`src/rtl/uart_pkg.sv`:
```
// rtl/uart_pkg.sv - shared UART types and constants for receiver, transmitter and comms
package uart_pkg;

    typedef enum logic [2:0] {
        IDLE,
        START,
        DATA,
        STOP,
        WAIT_HIGH
    } uart_state_t;

    localparam int UART_CLKS_PER_BIT_DEFAULT = 25;
    localparam int UART_DATA_BITS            = 8;

endpackage

```
`src/rtl/sync_2ff.sv`:
```
// rtl/sync_2ff.sv - two-flop synchronizer for a single asynchronous input
module sync_2ff #(
    parameter logic RESET_VALUE = 1'b1
) (
    input  logic clk,
    input  logic rst,
    input  logic d,
    output logic q
);

    logic meta;

    always_ff @(posedge clk) begin
        if (rst) begin
            meta <= RESET_VALUE;
            q    <= RESET_VALUE;
        end else begin
            meta <= d;
            q    <= meta;
        end
    end

endmodule

```
`src/rtl/uart_byte_rx.sv`:
```
// rtl/uart_byte_rx.sv - oversampling 8N1 receiver with glitch rejection and framing-error flag
module uart_byte_rx
    import uart_pkg::*;
#(
    parameter int CLKS_PER_BIT = UART_CLKS_PER_BIT_DEFAULT
) (
    input  logic                      clk_in,
    input  logic                      rst_in,
    input  logic                      rx_in,
    output logic [UART_DATA_BITS-1:0] data_out,
    output logic                      valid_out,
    output logic                      framing_error_out,
    output logic                      busy_out
);

    localparam logic [15:0] HALF     = 16'(CLKS_PER_BIT / 2);
    localparam logic [15:0] BIT_LAST = 16'(CLKS_PER_BIT - 1);
    localparam logic [2:0]  LAST_IDX = 3'(UART_DATA_BITS - 1);

    logic rx_sync;

    sync_2ff #(
        .RESET_VALUE(1'b1)
    ) u_rx_sync (
        .clk(clk_in),
        .rst(rst_in),
        .d  (rx_in),
        .q  (rx_sync)
    );

    uart_state_t               state,     state_nxt;
    logic [15:0]               cnt,       cnt_nxt;
    logic [2:0]                bit_idx,   bit_idx_nxt;
    logic [UART_DATA_BITS-1:0] shift_reg, shift_nxt;
    logic [UART_DATA_BITS-1:0] data_nxt;
    logic                      valid_nxt;
    logic                      ferr_nxt;

    always_ff @(posedge clk_in) begin
        if (rst_in) begin
            state             <= IDLE;
            cnt               <= '0;
            bit_idx           <= '0;
            shift_reg         <= '0;
            data_out          <= '0;
            valid_out         <= 1'b0;
            framing_error_out <= 1'b0;
        end else begin
            state             <= state_nxt;
            cnt               <= cnt_nxt;
            bit_idx           <= bit_idx_nxt;
            shift_reg         <= shift_nxt;
            data_out          <= data_nxt;
            valid_out         <= valid_nxt;
            framing_error_out <= ferr_nxt;
        end
    end

    always_comb begin
        state_nxt   = state;
        cnt_nxt     = cnt;
        bit_idx_nxt = bit_idx;
        shift_nxt   = shift_reg;
        data_nxt    = data_out;
        valid_nxt   = 1'b0;
        ferr_nxt    = 1'b0;

        unique case (state)
            IDLE: begin
                if (!rx_sync) begin
                    state_nxt = START;
                    cnt_nxt   = '0;
                end
            end

            // Re-check the start bit at its centre; a short low pulse is a glitch.
            START: begin
                if (cnt == HALF - 16'd1) begin
                    cnt_nxt     = '0;
                    bit_idx_nxt = '0;
                    state_nxt   = rx_sync ? IDLE : DATA;
                end else begin
                    cnt_nxt = cnt + 16'd1;
                end
            end

            DATA: begin
                if (cnt == BIT_LAST) begin
                    shift_nxt[bit_idx] = rx_sync;
                    cnt_nxt            = '0;
                    bit_idx_nxt        = bit_idx + 3'd1;
                    if (bit_idx == LAST_IDX) begin
                        state_nxt = STOP;
                    end
                end else begin
                    cnt_nxt = cnt + 16'd1;
                end
            end

            // Leaving at mid-stop-bit keeps half a bit of slack for a back-to-back start edge.
            STOP: begin
                if (cnt == BIT_LAST) begin
                    cnt_nxt = '0;
                    if (rx_sync) begin
                        data_nxt  = shift_reg;
                        valid_nxt = 1'b1;
                        state_nxt = IDLE;
                    end else begin
                        ferr_nxt  = 1'b1;
                        state_nxt = WAIT_HIGH;
                    end
                end else begin
                    cnt_nxt = cnt + 16'd1;
                end
            end

            // A held-low line (break) must not decode as a stream of 0x00 bytes.
            WAIT_HIGH: begin
                if (rx_sync) begin
                    state_nxt = IDLE;
                end
            end

            default: begin
                state_nxt = IDLE;
            end
        endcase
    end

    assign busy_out = (state != IDLE);

endmodule

```
`config.mk`:
```
export PLATFORM = sky130hd
export DESIGN_NAME = uart_byte_rx
export DESIGN_NICKNAME = d
export VERILOG_FILES = /design/src/rtl/uart_pkg.sv /design/src/rtl/sync_2ff.sv /design/src/rtl/uart_byte_rx.sv
export SDC_FILE = /design/constraint.sdc
export NUM_CORES = 1
export LEC_CHECK = 0
export CAP_MARGIN = 25
export CORE_MARGIN = 2
export CORE_UTILIZATION = 50
export DETAILED_ROUTE_END_ITERATION = 8
export GPL_ROUTABILITY_DRIVEN = 0
export PLACE_DENSITY = 0.8
export SYNTH_ARGS = -nofsm -noshare
export SYNTH_HDL_FRONTEND = slang
export SYNTH_HIERARCHICAL = 1
export SYNTH_SLANG_ARGS = --single-unit
export TNS_END_PERCENT = 10
```
`constraint.sdc`:
```
create_clock -name clk_in -period 2.55 [get_ports clk_in]
set_input_delay 0.51 -clock clk_in [delete_from_list [all_inputs] [get_ports clk_in]]
set_output_delay 0.51 -clock clk_in [all_outputs]
set_load 0.05 [all_outputs]
```
# Yosys cells after proc, flatten, opt, wreduce, memory -nomap -nowiden
# Index checks and enable logic that the tools add are counted.
# totals
inputBits	3
ff_bits	42
latch_bits	0
out_inout_bits	11
ramBits	0
memories	0
wordCells	61
romBits	0
# op_classes
n_lt_le_gt_ge	2
n_div	0
shifts	0
muxes	21
n_reduce_logical	12
n_addsub	2
multipliers	0
bitwise	2
n_eq_ne	13
# op_table
cell	n
$mux W16	3
$pmux W16 S3	1
$mux W3	9
$add A16 B1 Y16 const B	1
$eq A16 B4 Y1 const B	1
$eq A16 B5 Y1 const B	1
$pmux W3 S5	1
$ne A2 B2 Y1 const B	5
$bwmux W8	1
$eq A3 B2 Y1 const B	2
$eq A3 B3 Y1 const B	2
$pmux W3 S2	1
$reduce_and A3 Y1	2
$reduce_and A6 Y1	1
$reduce_bool A3 Y1	2
$lt A3 B4 Y1 const B	1
$reduce_and A2 Y1	2
$add A3 B1 Y3 const B	1
$demux W1 S3	1
$eq A3 B1 Y1 const B	1
$ge A3 B1 Y1 const B	1
$logic_not A3 Y1	1
$mux W1	3
$reduce_or A3 Y1	1
other kinds (6)	7

# Logic depth before layout (Yosys ltp)
# Gate-level depths: netlist (run 1).
# depth
word_depth	5
mapped_depth	8
mapped_depth_nobuf	7

# Modules after synthesis
# The synthesis (run 1) kept the hierarchy.
# by_module_without_submodules
module	area_each_um2	n_inst	seq_area_each_um2	cells_each
uart_byte_rx	2068.2	1	800.8	239
sync_2ff	52.6	1	40.0	4

# Worst setup path before layout (run 1)
# No wires, ideal clock.
# synth_timing
kind	reg2reg
start	reg cnt[5]
end	reg bit_idx[2]
synth_period_minus_slack_ps	2167
required_time_ps	2417
path_buffers	0
slack_ps	383
setup_ps	133
stages_incl_launch_ff	6
arrival_time_ps	2034
cell_sequence	dfxtp_1 -> or4_4 -> or4_1 -> or4b_4 -> nand3_1 -> a21oi_1
# synth_between
elab_chain_len	3
elab_cells_between_ends	5
cone_classes	4 x eq/ne; 1 x reduce/logical
# synth_rtl
element	line_no	source
start, declared	uart_byte_rx.sv:32	logic [15:0] cnt, cnt_nxt;
start signal, assigned	uart_byte_rx.sv:50	cnt <= cnt_nxt;
$eq A16 B5 Y1 / $eq A16 B4 Y1 (equally long branches)	uart_byte_rx.sv:88, uart_byte_rx.sv:78	
$ne A2 B2 Y1 (no line)	-	
$reduce_and A3 Y1 (no line) (*)	-	
end signal, assigned	uart_byte_rx.sv:51	bit_idx <= bit_idx_nxt;
end, declared	uart_byte_rx.sv:33	logic [2:0] bit_idx, bit_idx_nxt;
# Mark *: on every way between the ends. The rest lies on a longest branch, timed or not.
# A chain may end at the register's enable or synchronous reset.

# Worst setup path after layout (run 1)
# layout_timing
start	reg cnt[5]
end	reg cnt[7]
# layout_between
elab_chain_len	3
elab_cells_between_ends	6
cone_classes	1 x add/sub; 2 x eq/ne; 3 x mux
# layout_rtl
element	line_no	source
$add A16 B1 Y16 (tied with other cells)	uart_byte_rx.sv:83, uart_byte_rx.sv:96, uart_byte_rx.sv:113	
$mux W16, on equally long branches	uart_byte_rx.sv:88, uart_byte_rx.sv:102, uart_byte_rx.sv:78	
$pmux W16 S3 (*)	uart_byte_rx.sv:68	unique case (state)
# Marked as above.

==> results.json, run 1 <==
{
  "die_width_um": 69.1,
  "wire_per_inst_um": 14.6,
  "via_per_inst": 6.01,
  "run_status": "finished clean",
  "synth_fp_nets": 250,
  "path_class": "reg2reg",
  "overflow": 0,
  "die_h_um": 69.1,
  "crit_required_ns": 2.74,
  "drtPass1Iterations": 4,
  "cts-root-buf": "clkbuf_8",
  "drt-total-wl_mm": 4.47,
  "whs_ns": 0.413,
  "synthAdderAreaFrac_pct": 2.36,
  "cts_hold_buf": 0,
  "cp_num_buf_inv": 0,
  "clock_latency_ns": 0.29,
  "grt_use_total_pct": 19.5,
  "area_growth_pct": 12.6,
  "power_density_nw_per_um2": 478,
  "fmax_ghz": 0.427,
  "ys_top_cells_by_count": "dfxtp_1, nor2_1, a21oi_1, nand2_1, nand3_1",
  "power_frac_comb_pct": 6.3,
  "yosys_warnings": 6,
  "cts_tree": "done",
  "yosysUniqueCellTypes": 49,
  "nets": 264,
  "synth_ff_type": "dfxtp_1",
  "critPathMostFrequentCell": "or4_4",
  "irDropWorstVdd_mv": 0.228,
  "rr_worst_depth": 5,
  "seq_area_frac_synth_pct": 39.6,
  "cp_top_family": "simple AND/OR/NAND/NOR gates",
  "core_um2": 4030,
  "min_period_over_period_pct": 91.9,
  "synth_compound_area_share_pct": 18.0,
  "drv_slew": 0,
  "async_flop_share_pct": 0,
  "ys_ff_latch": 42,
  "numCtsBuffers": 5,
  "max_stage_delay_ns": 0.59,
  "clockPowerShare_pct": 35.4,
  "grt_setup_unrepaired": "false",
  "htreeDepth": 2,
  "largest_reg_flops": 16,
  "crit_arrival_ns": 2.53,
  "hold_path.class": "reg2reg",
  "clockBufferDepth": 2,
  "drc": 0,
  "ys_top_cells_by_area": "dfxtp_1, nor2_1, mux2i_1, a21oi_1, nand3_1",
  "clkTransAtPathRegs_ns": 0.08,
  "slowest_stage": "or4_4",
  "antenna_left": 0,
  "grt_pass1_wl_mm": 7.78,
  "ctsResizeCount": 0,
  "tns_ns": 0,
  "fill_cells": 361,
  "fp.dieArea_um2": 4780,
  "post_cts_buffers": 0,
  "end_kind": "register",
  "netlist_area_um2": 2120,
  "setup_violations": 0,
  "finalClockSkew_ns": 0.00547,
  "swShare_pct": 23.7,
  "tightest_slew_ns": 0.621,
  "cts.sinks": 42,
  "synth_edf_count": 0,
  "cp-start-kind": "register",
  "io_pins": 14,
  "syn_avg_cell_area_um2": 8.73,
  "hold_violations": 0,
  "antenna_found_initial": 0,
  "yosysTopAreaCellShare_pct": 39.6,
  "utilization_pct": 59.3,
  "vias": 1846,
  "hpwl_mm": 3.19,
  "port_buffers": 13,
  "yosys.area_share.simple_pct": 29.9,
  "diodes": 0,
  "synthMuxAreaShare_pct": 3.78,
  "p_seq_share_pct": 58.3,
  "synth_top_area_cell": "dfxtp_1",
  "grt_max_degree": 21,
  "crit_fanout": 17,
  "yosysMostFrequentCell": "dfxtp_1",
  "start_util_pct": 52.6,
  "internal_power_mw": 0.871,
  "post-route-min-period_ns": 2.34,
  "std_cell_rows": 23,
  "hold-path-cell-count": 1,
  "leakage_nw": 0.911,
  "synth_top_family_by_area": "simple AND/OR/NAND/NOR gates",
  "slew_headroom_pct": 58.4,
  "drive_above_1_share_pct": 11.3,
  "syn_inst": 243,
  "crit_chain": "or4_4 > or4_4 > a21o_4 > and3_4 > a22o_1",
  "grt_pass1_vias": 1696,
  "drt_iter0_drc": 116,
  "power_switching_mw": 0.271,
  "path_depth": 5,
  "cap_violations": 0,
  "synth_xor_area_share_pct": 1.65
}
## power groups by stage
stage	Sequential [mW]	Clock (mW)	Combinational [mW]
detailed placement	0.680	0	0.0715
finish	0.665	0.404	0.0723
global route	0.666	0.440	0.0793
floorplan	0.678	0	0.0545
CTS	0.665	0.411	0.0715
global placement	0.680	0	0.0704
## logic make-up after synthesis
| group | Yosys count |
|---|---|
| compound gates | 55 |
| xor+xnor | 4 |
| fa+ha+maj | 4 |
| buf+inv | 22 |
| flops | 42 |
| mux | 8 |
| simple gates | 108 |
## final timing paths
| kind | start | to | slack [ns] |
|---|---|---|---|
| max reg2reg | cnt[5]$_SDFFE_PP0P_ | cnt[7]$_SDFFE_PP0P_ | 0.21 |
| max | cnt[5]$_SDFFE_PP0P_ | cnt[7]$_SDFFE_PP0P_ | 0.21 |
| min reg2reg | u_rx_sync/meta$_SDFF_PP1_ | u_rx_sync/q$_SDFF_PP1_ | 0.41 |
| min | u_rx_sync/meta$_SDFF_PP1_ | u_rx_sync/q$_SDFF_PP1_ | 0.41 |
## final cells by class
| cell class | count | area, um^2 | area share (%) |
|---|---|---|---|
| timing repair buffer | 22 | 198 | 8.28 |
| tap | 50 | 62.6 | 2.62 |
| clock buffer | 5 | 68.8 | 2.88 |
| sequential | 42 | 841 | 35.2 |
| clock inverter | 2 | 10.0 | 0.419 |
| multi-input combinational | 179 | 1180 | 49.5 |
| inverter | 7 | 26.3 | 1.10 |
## layout by cell type (no fill, tap or decap), types with 3 or more instances in the layout
| master | Yosys | final |
|---|---|---|
| or4_4 | 5 | 5 |
| clkbuf_8 | 0 | 5 |
| nand3b_1 | 3 | 3 |
| nor4_1 | 5 | 5 |
| buf_4 | 0 | 9 |
| a21oi_1 | 15 | 15 |
| nand3_1 | 14 | 14 |
| nand2_1 | 15 | 15 |
| ha_1 | 4 | 4 |
| clkdlybuf4s50_1 | 0 | 13 |
| dfxtp_1 | 42 | 42 |
| mux2i_1 | 8 | 8 |
| and3_1 | 3 | 3 |
| nand4b_1 | 3 | 3 |
| a22o_1 | 5 | 5 |
| xor2_1 | 3 | 3 |
| a41o_1 | 5 | 5 |
| o21a_1 | 3 | 3 |
| nor2_1 | 25 | 25 |
| a211oi_1 | 6 | 6 |
| nand4_1 | 11 | 11 |
| or4_1 | 3 | 3 |
| o21ai_0 | 9 | 9 |
| inv_1 | 7 | 7 |
| nor3_1 | 3 | 3 |
## stage by stage
step | cells | total power, mW | instance area (um^2) | worst slack [ns]
4_1_cts | 307 | 1.15 | 2390 | 0.222
3_5_place_dp | 300 | 0.752 | 2310 | 0.245
2_1_floorplan | 243 | 0.732 | 2120 | 0.383
5_1_grt | 307 | 1.19 | 2390 | 0.140
3_3_place_gp | 300 | 0.751 | 2310 | 0.274
6_report | 307 | 1.14 | 2390 | 0.206
## layer usage
layer  part of all wire (%)  track usage [%]  wire (um)  up-vias
met5                      0                0          0        -
met4                    1.7             6.97         75        0
met3                    5.5             4.24        247        8
met2                     45             30.0       2010       43
met1                     48             26.9       2140      857
li1                       -                -          -      938
No activity file was read; power rests on OpenSTA's default activity.
==> run 2: changes to the inputs <==
Settings changed: CTS_BUF_LIST from default to sky130_fd_sc_hd__clkbuf_16.
Clock period 2.55 ns to 2.6 ns, I/O delays scaled along.
==> run 2 against run 1 <==
Against the previous run:
- die area did not move
- count of clock-buffer cells in the layout did not move
- final cell count fell by 0.33%
- clock skew fell by 0.0016 ns
- worst hold slack got worse by 0.0089 ns
- combinational power fell by 2%
- wire length rose by 0.85%
- fmax rose by 0.81%
- critical path depth did not move
- sequential cell count did not move
- clock power rose by 46%
- power rose by 15%
- critical endpoint is now shift_reg[4]$_SDFFE_PP0P_
- largest cell class unchanged
- largest power group unchanged
==> results.json, run 2 (synthesized netlist as in run 1, its figures left out) <==
{
  "crit_required_ns": 2.81,
  "run_status": "finished clean",
  "drc": 0,
  "grt_pass1_vias": 1734,
  "hold-path-cell-count": 1,
  "rr_worst_depth": 5,
  "drt-total-wl_mm": 4.51,
  "drt_iter0_drc": 180,
  "io_pins": 14,
  "hold_violations": 0,
  "slew_headroom_pct": 54.4,
  "drtPass1Iterations": 4,
  "cp-start-kind": "register",
  "drv_slew": 0,
  "power_mw": 1.31,
  "power_density_nw_per_um2": 540,
  "crit_chain": "or4_4 > or4_4 > nor3_2 > nand4_1 > a21oi_1",
  "rrSetupSlack_ns": 0.27,
  "clock_latency_ns": 0.28,
  "slowest_stage": "or4_4",
  "clockBufferDepth": 2,
  "fp.dieArea_um2": 4780,
  "cap_violations": 0,
  "numCtsBuffers": 5,
  "core_um2": 4030,
  "antenna_left": 0,
  "final_common_cell": "dfxtp_1",
  "hold_path.class": "reg2reg",
  "std_cell_rows": 23,
  "nets": 262,
  "grt_use_total_pct": 20.4,
  "cts-root-buf": "clkbuf_16",
  "htreeDepth": 2,
  "path_class": "reg2reg",
  "via_per_inst": 6.22,
  "grt_max_degree": 21,
  "wire_per_inst_um": 14.7,
  "clkTransAtPathRegs_ns": 0.06,
  "hp-start": "u_rx_sync/meta$_SDFF_PP1_",
  "overflow": 0,
  "die_width_um": 69.1,
  "antenna_found_initial": 0,
  "die_h_um": 69.1,
  "max_stage_delay_ns": 0.65,
  "grt_setup_unrepaired": "false",
  "fmax_ghz": 0.430,
  "min_period_over_period_pct": 89.4,
  "crit_arrival_ns": 2.53,
  "critPathMostFrequentCell": "or4_4",
  "leakage_nw": 0.923,
  "area_growth_pct": 14.8,
  "port_buffers": 13,
  "largest_reg_flops": 16,
  "regToRegEndpoint": "shift_reg[4]$_SDFFE_PP0P_",
  "grt_pass1_wl_mm": 8.01,
  "crit_fanout": 11,
  "start_util_pct": 52.6,
  "cts_hold_buf": 0,
  "post_cts_buffers": 0,
  "hpwl_mm": 3.18,
  "cts_tree": "done",
  "end_kind": "register",
  "ctsResizeCount": 0,
  "vias": 1903,
  "whs_ns": 0.404,
  "min_to": "u_rx_sync/q$_SDFF_PP1_",
  "post-route-min-period_ns": 2.33,
  "setup_violations": 0,
  "drive_above_1_share_pct": 10.5,
  "most-common-layout-cells": "dfxtp_1, nor2_1, nand2_1, a21oi_1, nand3_1",
  "finalClockSkew_ns": 0.00391,
  "diodes": 0,
  "irDropWorstVdd_mv": 0.309,
  "tns_ns": 0,
  "rr_startpoint": "cnt[5]$_SDFFE_PP0P_",
  "tightest_slew_ns": 0.681,
  "utilization_pct": 60.4,
  "cts.sinks": 42
}
## run 2: changes by cell type in the layout (fill, tap and decap cells not counted), sizes merged
cell and delta:
clkinvlp +1, buf -2
## run 2: critical path, delay by kind of cell, from the launching register on
kind	cells	cell delay, ns
AND/OR/NAND/NOR	4	1.72
flip-flops	1	0.35
AO/OA/AOI/OAI	1	0.20
## run 2: per-layer routing
metal / routed length [um] / global-route usage [%] / part of all wire (%) / up-vias
met5: 0 / 0 / 0 / -
met4: 61 / 7.41 / 1.4 / 0
met3: 206 / 5.56 / 4.6 / 7
met2: 2090 / 32.5 / 46 / 41
met1: 2150 / 26.6 / 48 / 916
li1: - / - / - / 939
## run 2: report_power, final
| part | internal, mW | switching, mW | leakage (nW) |
|---|---|---|---|
| combinational | 0.0271 | 0.0434 | 0.517 |
| clock | 0.350 | 0.241 | 0.0672 |
| sequential | 0.648 | 0.00551 | 0.339 |
| total | 1.02 | 0.289 | 0.923 |
## run 2: final cells by class
class / count / area (um^2)
fill: 352 / 1590
multi-input combinational: 179 / 1180
sequential: 42 / 841
timing repair buffer: 20 / 183
clock buffer: 5 / 125
tap: 50 / 62.6
inverter: 7 / 26.3
clock inverter: 3 / 16.3
## run 2: per-stage QoR
step | cells | setup WS, ns | instance area (um^2)
3_5_place_dp | 298 | 0.294 | 2290
5_1_grt | 306 | 0.113 | 2430
3_3_place_gp | 298 | 0.327 | 2290
4_1_cts | 306 | 0.267 | 2430
2_1_floorplan | 243 | 0.433 | 2120
6_report | 306 | 0.275 | 2430
## run 2: worst max-delay path by stage
stage                        start                        end  slack (ns)  cells past startpoint
3_5_place_dp   cnt[5]$_SDFFE_PP0P_        cnt[9]$_SDFFE_PP0P_        0.29                      5
3_3_place_gp   cnt[5]$_SDFFE_PP0P_        cnt[5]$_SDFFE_PP0P_        0.33                      5
6_report       cnt[5]$_SDFFE_PP0P_  shift_reg[4]$_SDFFE_PP0P_        0.27                      5
4_1_cts        cnt[5]$_SDFFE_PP0P_  shift_reg[4]$_SDFFE_PP0P_        0.27                      5
5_1_grt        cnt[2]$_SDFFE_PP0P_  shift_reg[4]$_SDFFE_PP0P_        0.11                      5
2_1_floorplan  cnt[5]$_SDFFE_PP0P_    bit_idx[2]$_SDFFE_PP0P_        0.43                      5
==> run 3: changes to the inputs <==
Settings changed: PLACE_DENSITY 0.8 to 0.83.
Clock period 2.6 ns to 1.9 ns, I/O delays scaled along.
==> run 3 against run 2 <==
Against the previous run:
- the flow now finishes with violations (setup timing)
- sequential power rose by 36%
- first-iteration DRC count up 18%
- wire length is 18% higher
- core utilization grew 7.8 points
- clock skew grew 0.00080 ns
- register-to-register slack worse by 0.57 ns
- final cell count is 10% higher
- power rose by 50%
- sequential cell count did not move
- largest cell class unchanged
==> results.json, run 3 (synthesized netlist as in run 1, its figures left out) <==
{
  "run_status": "finished, violations left",
  "violations": "setup timing",
  "start_util_pct": 52.6,
  "io_pins": 14,
  "hold_path.class": "reg2reg",
  "antenna_left": 0,
  "regArea_um2": 846,
  "irDropWorstVdd_mv": 0.336,
  "die_width_um": 69.1,
  "cts.sinks": 42,
  "cts-root-buf": "clkbuf_16",
  "wire_per_inst_um": 15.7,
  "place_inst": 326,
  "grt_pass1_wl_mm": 8.93,
  "antenna_found_initial": 0,
  "grt_max_degree": 25,
  "std_cell_rows": 23,
  "pre_cts_ws_ns": -0.304,
  "path_class": "reg2reg",
  "finalClockSkew_ns": 0.00471,
  "drive_above_1_share_pct": 24.4,
  "cp-start-kind": "register",
  "drc": 0,
  "largest_reg_flops": 16,
  "final_common_cell": "dfxtp_1",
  "fmax_ghz": 0.455,
  "stdcell_count": 337,
  "fill_cells": 322,
  "grt_setup_unrepaired": "true",
  "drtPass1Iterations": 4,
  "setup_violations": 39,
  "multi_input_area_um2": 1230,
  "overflow": 0,
  "tightest_slew_ns": 0.617,
  "via_per_inst": 6.03,
  "clock_latency_ns": 0.28,
  "post-route-min-period_ns": 2.20,
  "grt_pass1_vias": 1963,
  "min_period_over_period_pct": 116,
  "numCtsBuffers": 5,
  "slew_headroom_pct": 58.7,
  "drt_iter0_drc": 212,
  "nets": 293,
  "tns_ns": -8.24,
  "htreeDepth": 2,
  "die_h_um": 69.1,
  "power_mw": 1.97,
  "cap_violations": 0,
  "grt_use_total_pct": 22.6,
  "hpwl_mm": 3.60,
  "drv_slew": 0,
  "most-common-layout-cells": "dfxtp_1, buf_4, nor2_1",
  "cts_tree": "done",
  "clkTransAtPathRegs_ns": 0.06,
  "hold_violations": 0,
  "power_density_nw_per_um2": 716,
  "diodes": 0,
  "crit_required_ns": 2.08,
  "clockBufferDepth": 2,
  "fp.dieArea_um2": 4780,
  "crit_fanout": 7,
  "end_kind": "register",
  "finalWorstSetupSlack_ns": -0.299,
  "vias": 2031,
  "crit_arrival_ns": 2.38,
  "port_buffers": 13,
  "drt-total-wl_mm": 5.30,
  "leakage_nw": 1.11,
  "core_um2": 4030,
  "area_growth_pct": 29.7
}
## run 3: changes by cell type in the layout (fill, tap and decap cells not counted), sizes merged
cell,change
clkinv,-2
clkdlybuf4s50,-1
bufinv,+1
buf,+31
inv,+1
a21o,+1
## run 3: critical path, stage by stage, from the launching register on
cell,delay (ns)
dfxtp_2,0.32
or4_4,0.57
or4_4,0.57
a21o_4,0.25
and3_4,0.17
a22o_1,0.20
## run 3: what timing repair did
action / 4_1_cts / 5_1_grt
endpoints found under the setup margin: 39 / 39
pin swaps: 14 / 6
gates resized for setup: 6 / 9
setup buffers: 2 / 0
hold buffers: 0 / 0
cloned: 1 / 0
## run 3: metal layers
layer,global-route usage [%],part of all wire (%),up-vias
li1,-,-,1005
met1,28.5,42,950
met2,38.6,50,64
met3,3.95,6.6,12
met4,8.28,1.6,0
met5,0,0,-
## run 3: final cells by class
cell class | count | area share [%]
multi-input cells | 180 | 44.8
flip-flops and latches | 42 | 30.8
repair buffers | 50 | 15.2
clock buffers | 5 | 4.55
well taps | 50 | 2.27
clock inverters | 3 | 1.50
inverters | 7 | 0.955
## run 3: worst paths after layout
path                                   from  slack [ns]  cells after the start                     end
hold / removal    u_rx_sync/meta$_SDFF_PP1_        0.41                      1  u_rx_sync/q$_SDFF_PP1_
hold reg to reg   u_rx_sync/meta$_SDFF_PP1_        0.41                      1  u_rx_sync/q$_SDFF_PP1_
setup reg to reg        cnt[8]$_SDFFE_PP0P_       -0.30                      5     cnt[3]$_SDFFE_PP0P_
setup / recovery        cnt[8]$_SDFFE_PP0P_       -0.30                      5     cnt[3]$_SDFFE_PP0P_
## run 3: report_power, final
group	switching [mW]	internal (mW)	total [mW]
Combinational	0.0712	0.0510	0.122
Sequential	0.00430	0.886	0.890
Clock	0.343	0.615	0.957
## run 3: metrics by stage
stage / cell area [um^2] / hold WS (ns) / util (%)
3_3_place_gp: 2520 / 0.390 / 62.5
2_1_floorplan: 2120 / 0.385 / -
5_1_grt: 2750 / 0.442 / 68.3
3_5_place_dp: 2520 / 0.402 / 62.5
6_report: 2750 / 0.409 / 68.3
4_1_cts: 2720 / 0.412 / 67.6
